**src/rtl/reaction_rounds.sv**
```systemverilog
// Multi-round reaction-time game engine: timed trials with false-start detection,
// per-round score, floor average over ROUNDS and a best-average high score.
module reaction_rounds #(
  parameter int TICK_DIV      = 50000,
  parameter int SCORE_W       = 14,
  parameter int ROUNDS        = 4,
  parameter int DELAY_MIN_MS  = 1000,
  parameter int DELAY_RANGE_W = 11,
  parameter int TIMEOUT_MS    = 9999
) (
  input  logic               clk,
  input  logic               iReset,
  input  logic               spacePressed,
  input  logic               onePressed,
  output logic [2:0]         screen,
  output logic [3:0]         roundIdx,
  output logic [SCORE_W-1:0] currentScore,
  output logic [SCORE_W-1:0] averageScore,
  output logic [SCORE_W-1:0] highScore,
  output logic               falseStart
);

  localparam int SUM_W = SCORE_W + 3;
  localparam int SHIFT = $clog2(ROUNDS);
  localparam int DLY_W = $clog2(DELAY_MIN_MS + 2**DELAY_RANGE_W);
  localparam int PRE_W = (TICK_DIV > 1) ? $clog2(TICK_DIV) : 1;
  localparam logic [3:0] LAST_ROUND = 4'(ROUNDS - 1);

  typedef enum logic [2:0] {
    S_IDLE    = 3'd0,
    S_WAIT    = 3'd1,
    S_GO      = 3'd2,
    S_RESULT  = 3'd3,
    S_FALSE   = 3'd4,
    S_SUMMARY = 3'd5
  } state_t;

  state_t             state_q, state_d;
  logic               spPrev_q, onePrev_q;
  logic [15:0]        lfsr_q, lfsr_d;
  logic [PRE_W-1:0]   presc_q, presc_d;
  logic [DLY_W-1:0]   downCnt_q, downCnt_d;
  logic [SCORE_W-1:0] upCnt_q, upCnt_d;
  logic [SUM_W-1:0]   sum_q, sum_d;
  logic [3:0]         round_q, round_d;
  logic [SCORE_W-1:0] cur_q, cur_d;
  logic [SCORE_W-1:0] avg_q, avg_d;
  logic [SCORE_W-1:0] high_q, high_d;

  logic               spEdge, oneEdge, tick, waitDone, timeoutHit;
  logic [SCORE_W-1:0] avgNew;

  // Space wins over one when both rise in the same cycle.
  assign spEdge     = spacePressed & ~spPrev_q;
  assign oneEdge    = onePressed & ~onePrev_q & ~spEdge;
  assign tick       = (presc_q == PRE_W'(TICK_DIV - 1));
  assign waitDone   = tick && (downCnt_q == DLY_W'(1));
  assign timeoutHit = tick && (upCnt_q == SCORE_W'(TIMEOUT_MS - 1));
  assign avgNew     = SCORE_W'(sum_q >> SHIFT);

  always_ff @(posedge clk or negedge iReset) begin
    if (!iReset) begin
      state_q   <= S_IDLE;
      spPrev_q  <= 1'b0;
      onePrev_q <= 1'b0;
      lfsr_q    <= 16'hACE1;
      presc_q   <= '0;
      downCnt_q <= '0;
      upCnt_q   <= '0;
      sum_q     <= '0;
      round_q   <= '0;
      cur_q     <= '0;
      avg_q     <= '0;
      high_q    <= '0;
    end else begin
      state_q   <= state_d;
      spPrev_q  <= spacePressed;
      onePrev_q <= onePressed;
      lfsr_q    <= lfsr_d;
      presc_q   <= presc_d;
      downCnt_q <= downCnt_d;
      upCnt_q   <= upCnt_d;
      sum_q     <= sum_d;
      round_q   <= round_d;
      cur_q     <= cur_d;
      avg_q     <= avg_d;
      high_q    <= high_d;
    end
  end

  always_comb begin
    state_d = state_q;
    case (state_q)
      S_IDLE:    if (oneEdge) state_d = S_WAIT;
      S_WAIT: begin
        if (spEdge)        state_d = S_FALSE;
        else if (waitDone) state_d = S_GO;
      end
      S_GO:      if (spEdge || timeoutHit) state_d = S_RESULT;
      S_RESULT:  if (oneEdge) state_d = (round_q == LAST_ROUND) ? S_SUMMARY : S_WAIT;
      S_FALSE:   if (oneEdge) state_d = S_WAIT;
      S_SUMMARY: if (oneEdge) state_d = S_IDLE;
      default:   state_d = S_IDLE;
    endcase
  end

  // Datapath: timers restart on entry to WAIT/GO; scores latch on the cycle a trial ends.
  always_comb begin
    logic [SCORE_W-1:0] score;
    score     = upCnt_q;
    lfsr_d    = {lfsr_q[14:0], lfsr_q[15] ^ lfsr_q[13] ^ lfsr_q[12] ^ lfsr_q[10]};
    presc_d   = tick ? '0 : presc_q + PRE_W'(1);
    downCnt_d = downCnt_q;
    upCnt_d   = upCnt_q;
    sum_d     = sum_q;
    round_d   = round_q;
    cur_d     = cur_q;
    avg_d     = avg_q;
    high_d    = high_q;

    if (state_d == S_WAIT && state_q != S_WAIT) begin
      presc_d   = '0;
      downCnt_d = DLY_W'(DELAY_MIN_MS) + DLY_W'(lfsr_q[DELAY_RANGE_W-1:0]);
    end else if (state_q == S_WAIT && tick && downCnt_q != '0) begin
      downCnt_d = downCnt_q - DLY_W'(1);
    end

    if (state_d == S_GO && state_q != S_GO) begin
      presc_d = '0;
      upCnt_d = '0;
    end else if (state_q == S_GO && tick && upCnt_q < SCORE_W'(TIMEOUT_MS)) begin
      upCnt_d = upCnt_q + SCORE_W'(1);
    end

    case (state_q)
      S_IDLE: begin
        if (oneEdge) begin
          sum_d   = '0;
          round_d = '0;
        end
      end
      S_GO: begin
        if (spEdge || timeoutHit) begin
          score = spEdge ? upCnt_q : SCORE_W'(TIMEOUT_MS);
          cur_d = score;
          sum_d = sum_q + SUM_W'(score);
        end
      end
      S_RESULT: begin
        if (oneEdge && round_q != LAST_ROUND) begin
          round_d = round_q + 4'd1;
        end else if (oneEdge) begin
          avg_d = avgNew;
          if (high_q == '0 || avgNew < high_q) high_d = avgNew;
        end
      end
      default: ;
    endcase
  end

  assign screen       = state_q;
  assign roundIdx     = round_q;
  assign currentScore = cur_q;
  assign averageScore = avg_q;
  assign highScore    = high_q;
  assign falseStart   = (state_q == S_FALSE);

endmodule

```
**config.mk**
```make
export PLATFORM = sky130hd
export DESIGN_NAME = reaction_rounds
export DESIGN_NICKNAME = d
export VERILOG_FILES = /design/src/rtl/reaction_rounds.sv
export SDC_FILE = /design/constraint.sdc
export NUM_CORES = 1
export LEC_CHECK = 0
export BUFFER_PORTS_ARGS = -buffer_cell sky130_fd_sc_hd__buf_2
export CELL_PAD_IN_SITES_DETAIL_PLACEMENT = 0
export CELL_PAD_IN_SITES_GLOBAL_PLACEMENT = 2
export CORE_AREA = 2 2 130 132
export CTS_CLUSTER_DIAMETER = 50
export CTS_CLUSTER_SIZE = 16
export DETAILED_ROUTE_END_ITERATION = 6
export DIE_AREA = 0 0 132 134
export GPL_TIMING_DRIVEN = 0
export PLACE_DENSITY = 0.88
export SETUP_SLACK_MARGIN = 0.4
export SYNTH_ARGS = -nofsm -noshare
export SYNTH_HDL_FRONTEND = slang
export SYNTH_SLANG_ARGS = --single-unit
```
**constraint.sdc**
```tcl
create_clock -name clk -period 7.2 [get_ports clk]
set_input_delay 1.08 -clock clk [delete_from_list [all_inputs] [get_ports clk]]
set_output_delay 1.08 -clock clk [all_outputs]
set_load 0.1 [all_outputs]
```
## Word-level counts from Yosys, hierarchy flattened

Cells that the tools add are included.
Widths: inputs -> output; s select.

| operators by class | value |
|---|---|
| $add $sub $neg | 6 |
| magnitude comparators | 2 |
| equality and inequality tests | 17 |
| multiplexer cells | 22 |
| bitwise logic cells | 10 |
| reduce and logical (&&, ||, !) cells | 24 |

Operator list:

| kind | count |
|---|---|
| $mux 16 | 3 |
| $mux 14 | 3 |
| $mux 17 | 2 |
| $pmux 17 s2 | 1 |
| $mux 12 | 2 |
| $mux 3 | 7 |
| $add 17x14->17 | 1 |
| $add 16x1->16 const B | 1 |
| $eq 16x16->1 const B | 1 |
| $pmux 3 s5 | 1 |
| $add 14x1->14 const B | 1 |
| $eq 14x14->1 const B | 1 |
| $logic_not 14->1 | 1 |
| $lt 14x14->1 | 1 |
| $lt 14x14->1 const B | 1 |
| $add 10x11->12 const A | 1 |
| $eq 12x1->1 const B | 1 |
| $reduce_bool 12->1 | 1 |
| $sub 12x1->12 const B | 1 |
| $eq 3x2->1 const B | 3 |
| $logic_and 1x1->1 | 9 |
| $reduce_and 3->1 | 3 |
| $mux 4 | 2 |
| $pmux 4 s2 | 1 |
| 17 further kinds | 32 |

| word-level totals | value |
|---|---|
| register bits | 126 |
| input port bits | 4 |
| output and inout bits | 50 |
| word-level logic and storage cells | 93 |

## Logic depth before layout (Yosys ltp)

| depth | value |
|---|---|
| depth in word-level cells | 10 |
| mapped depth | 13 |
| mapped depth without buffers | 11 |

## Least setup slack after synthesis

OpenSTA, ideal clock, no wires.

| path | value |
|---|---|
| path kind | flip-flop to output port |
| start point | register state_q[2], in the netlist screen[2] |
| end point | output falseStart |
| arrival | 2,470 ps |
| data required time | 6,120 ps |
| slack | 3,650 ps |
| stages on the path, launching flop included | 3 |
| buffers on the path | 0 |
| cell sequence | dfrtp_1 > nand2b_1 > nor2_1 |

| on the way | value |
|---|---|
| cells in the longest elaborated chain, start to end | 1 |

Ends and longest elaborated chain:

| element | RTL line | source |
|---|---|---|
| start: declaration | 38 | `state_t state_q, state_d;` |
| start signal: assignment | 76 | `state_q <= state_d;` |
| $eq 3x3->1 | 166 | `assign falseStart = (state_q == S_FALSE);` |
| end: declaration | 20 | `output logic falseStart` |

No other way between the ends.

## Worst setup path after layout

| path | value |
|---|---|
| start point | input spacePressed |
| end point | register sum_q[15] |

| on the way | value |
|---|---|
| cells in the longest elaborated chain, start to end | 5 |
| elaborated cells between the ends (all ways) | 11 |
| those cells by class | 1 x add/sub; 2 x eq/ne; 3 x mux; 3 x bitwise; 2 x reduce/logical |

Ends and longest elaborated chain:

| element | RTL line | source |
|---|---|---|
| start: declaration | 13 | `input logic spacePressed,` |
| $and 1x1->1 * | 54 | `assign spEdge = spacePressed & ~spPrev_q;` |
| $mux 14 / $not 1->1 (equally long branches) | 144, 55 |  |
| $add 17x14->17 / $and 1x1->1 (equally long branches) | 146, 55 |  |
| $mux 17 / $ne 2x2->1 (equally long branches) | n/a |  |
| $pmux 17 s2 / $reduce_and 3->1 (equally long branches) | n/a |  |
| end signal: assignment | 83 | `sum_q <= sum_d;` |
| end: declaration | 44 | `logic [SUM_W-1:0] sum_q, sum_d;` |

Mark *: on every way between the ends. The rest lies on a longest branch, timed or not. The select of a mux whose other input is x is not followed.
A chain may end at the register's enable or synchronous reset.

==> impl_metrics.csv <==
group,metric,value,unit
placed_design,gp_congestion,0.871,
synth,postSynthAreaPerCell,10.0,sq um
synth,synth_edf_count,0,
clock_network,path_clk_slew,0.05,ns
worst_setup_path,ff2ff_path_depth,11,
worst_setup_path,crit_chain,"buf_2 -> nor2b_1 -> buf_2 -> clkbuf_1 -> and2_1 -> ha_1 -> a2111oi_0 -> o21ai_0 -> a31oi_1 -> o211ai_1 -> o2111ai_1 -> mux2i_1",
placed_design,port_buffers,53,
clock_network,clk_path_buf_depth,2,
grt,grt_pass1_wl,26.7,mm
sta,fin_setup_tns,0,ns
clock_network,ctsHtreeMaxLevel,4,
clock_network,cts_hold_buf,0,
cells_and_area,nNetsFinal,777,
status,status,"finished, final reports clean",
synth,ys_ff_latch,125,
worst_setup_path,crit_start,"spacePressed",
worst_setup_path,criticalPathCategory,"input pin to flop",
clock_network,numCtsBuffers,17,
worst_setup_path,reg2reg_from,"spPrev_q",
die,start_util,41.0,%
detailed_routing,via_per_inst,5.32,
cells_and_area,multi_input_area,3310,sq um
detailed_routing,wl_per_cell,16.6,microns
clock_network,cts_tree,"yes",
power_and_ir_drop,p_sw_share,28.4,%
worst_setup_path,r2r_end,"sum_q[15]",
power_and_ir_drop,pwr-share-comb,14.8,%
grt,antenna_found_initial,0,
power_and_ir_drop,sequentialPowerShare,40.9,%
worst_setup_path,ff2ff_setup_slack,4.02,ns
power_and_ir_drop,power.leakage,3.68,nW
sta,clock.fmax,0.277,GHz
sta,finalSetupViolations,0,
grt,track_usage,19.0,%
clock_network,root_buffer,"clkbuf_16",
job,drv_cap,0,
placed_design,dp_hpwl,11.8,mm
worst_setup_path,worstPathMaxFanout,10,
min_path,holdPathStages,0,
synth,mappedNetlistArea,6670,sq um
clock_network,cts_setup_buffers,0,
synth,synthCells,664,
sta,hold_viol_final,0,
worst_setup_path,endpoint_kind,"flop",
die,die_w,132,microns
synth,ys_types,70,
sta,fin_crit_sh,50.1,%
die,rows,47,
min_path,hp-start,"lfsr_q[14]",
power_and_ir_drop,powerDensity,247,nW/um^2
worst_setup_path,critPathMostFrequentCell,"buf_2",
cells_and_area,syn_to_final_growth,17.5,%
synth,synth-async-reset-ratio,100,%
die,pin_count,54,
worst_setup_path,critPathArrivalTime,3.95,ns
sta,fin_worst_skew,0.0108,ns
cells_and_area,fin_util,48.1,%
cells_and_area,regArea,3140,sq um
synth,synth-main-ff-cell,"dfrtp_1",
cells_and_area,n_fill_cell,1556,
die,die_area,17700,sq um
power_and_ir_drop,switchingPower,551,uW
worst_setup_path,cp-start-kind,"input pin",
clock_network,clock-sinks,125,
worst_setup_path,cp_slowest_cell,"a31oi_1",
worst_setup_path,crit_required,7.54,ns
worst_setup_path,critPathMaxStageDelay,0.41,ns
detailed_routing,vias,5164,
cells_and_area,drive_above_1_share,17.3,%
die,core_area,16300,sq um
min_path,hold_path.class,"flop to flop",
grt,grt_start_max_net_pins,87,
detailed_routing,drc,0,
synth,synth_seq_area_share,47.0,%
detailed_routing,drtAntennaViolNets,0,
power_and_ir_drop,clkPwrFrac,44.4,%
sta,worstMarginPinSlew,0.854,ns
detailed_routing,firstDrtPassIters,4,
grt,grt_pass1_vias,5208,
cells_and_area,antenna_cells,0,
sta,min_period,3.61,ns
power_and_ir_drop,ir_drop,0.178,mV
min_path,min_to,"lfsr_q[15]",
synth,ys_warn_count,0,
sta,drv_slew,0,
grt,grt_overflow,0,
detailed_routing,drt_iter0_drc,313,
clock_network,cts.repair.resized,0,
synth,syn-num-nets,704,
power_and_ir_drop,power.internal,1.39,mW
sta,slew_headroom,42.5,%
clock_network,insertion_delay,0.42,ns
die,die_h,134,microns
detailed_routing,wl,16.1,mm
sta,rsz0062_at_grt,"false",
==> cell families (layout without fill, tap and decap cells) <==
logic type,count (synthesis),after routing,synth area share [%]
AND/OR/NAND/NOR,272,272,22.1
flip-flops,125,125,47.0
AO/OA/AOI/OAI,123,123,12.8
XOR/XNOR,55,55,7.22
buffers and inverters,49,135,3.41
adder cells (fa/ha/maj),36,36,6.86
multiplexers,4,4,0.600
==> routing by layer <==
| metal | track usage, % | part of all wire (%) |
|---|---|---|
| met2 | 31.2 | 48 |
| met3 | 4.20 | 3.5 |
| met1 | 24.6 | 46 |
| met5 | 0 | 0 |
| met4 | 7.79 | 2.0 |
==> cell usage in the layout (no fill, tap or decap), types with 4 or more instances in the layout <==
| cell | synthesis | final |
|---|---|---|
| o21ai_0 | 23 | 23 |
| nand3b_1 | 4 | 4 |
| a21oi_1 | 28 | 28 |
| nor3_1 | 16 | 16 |
| o22a_1 | 6 | 6 |
| nand3_1 | 36 | 36 |
| o22ai_1 | 12 | 12 |
| clkbuf_8 | 0 | 5 |
| buf_6 | 4 | 5 |
| nor2_1 | 57 | 57 |
| buf_2 | 8 | 60 |
| nand4_1 | 11 | 11 |
| xor2_1 | 36 | 36 |
| nand2_1 | 71 | 71 |
| o21a_1 | 5 | 5 |
| a22o_1 | 6 | 6 |
| or3_1 | 5 | 5 |
| mux2i_1 | 4 | 4 |
| a21o_1 | 7 | 7 |
| inv_1 | 26 | 26 |
| ha_1 | 35 | 35 |
| dfstp_2 | 8 | 8 |
| dfrtp_1 | 117 | 117 |
| and3_1 | 10 | 10 |
| clkbuf_1 | 9 | 13 |
| xnor2_1 | 19 | 19 |
| and2_1 | 13 | 13 |
| nor4_1 | 5 | 5 |
| clkbuf_16 | 0 | 17 |
| o211ai_1 | 5 | 5 |
| nand2b_1 | 11 | 11 |
==> power groups by stage <==
stage                     clock, mW  sequential [mW]  combinational [mW]
final                         0.860            0.792               0.286
after global routing          0.912            0.798               0.314
after floorplan                   0            0.847               0.165
after detailed placement          0            0.804               0.288
after CTS                     0.879            0.792               0.289
after global placement            0            0.802               0.280
==> registers in the layout (all words and copies together) (netlist names) <==
register,cells
averageScore,14
currentScore,14
downCnt_q,12
highScore,14
lfsr_q,16
onePrev_q,1
presc_q,16
roundIdx,4
screen,3
spPrev_q,1
sum_q,16
upCnt_q,14
==> worst max path at each step <==
stage	to	slack, ns	cells past startpoint
2_1_floorplan	falseStart	3.65	2
3_3_place_gp	sum_q[15]	3.22	12
3_5_place_dp	sum_q[15]	3.15	12
4_1_cts	sum_q[15]	3.60	12
5_1_grt	sum_q[13]	3.18	12
6_report	sum_q[15]	3.59	12
==> area by class of cell <==
class | count | area share [%]
plain buffers | 22 | 1.61
clock buffers | 26 | 6.49
clock inverters | 6 | 1.09
inverters | 27 | 1.29
multi-input cells | 490 | 42.2
flip-flops and latches | 125 | 40.0
well taps | 220 | 3.51
repair buffers | 54 | 3.81
==> Yosys cell counts, types with 3 or more instances <==
cell	n	area, sq um
nor2b_1	3	18.8
a21o_1	7	52.6
nor4_4	3	63.8
o22ai_1	12	75.1
a211oi_1	3	22.5
ha_1	35	438
or3_1	5	31.3
nor2_2	3	18.8
xnor2_1	19	166
and2_1	13	81.3
buf_2	8	40.0
nand3_1	36	180
nor3_1	16	80.1
inv_1	26	97.6
o22a_1	6	52.6
dfrtp_1	117	2930
buf_6	4	45.0
nand2b_1	11	68.8
o211ai_1	5	37.5
nand3b_1	4	30.0
nor4_1	5	31.3
mux2i_1	4	40.0
o21a_1	5	37.5
o31ai_1	3	22.5
or2_2	3	18.8
dfstp_2	8	210
a21oi_1	28	140
xor2_1	36	315
nand4_1	11	68.8
and4_1	3	26.3
and3_1	10	62.6
a22o_1	6	52.6
o2111ai_1	3	26.3
clkbuf_1	9	33.8
nand2_1	71	267
o21bai_1	3	22.5
o21ai_0	23	115
nor2_1	57	214
==> critical path, delay by kind of cell <==
kind	cells	cell delay, ns
AO/OA/AOI/OAI	5	1.33
AND/OR/NAND/NOR	2	0.32
adder cells (fa/ha/maj)	1	0.30
buffers and inverters	3	0.70
multiplexers	1	0.21
==> per-stage QoR <==
stage               setup WS, ns  hold WS (ns)  instance area (sq um)  instances  power [mW]
floorplan                   3.65         0.333                   6670        664        1.01
global placement            3.22         0.338                   7210        937        1.08
detailed placement          3.15         0.344                   7250        938        1.09
CTS                         3.60         0.354                   7840        970        1.96
global route                3.18         0.360                   7840        970        2.02
finish                      3.59         0.351                   7840        970        1.94
Note: power is estimated with default switching activity, not from simulation.
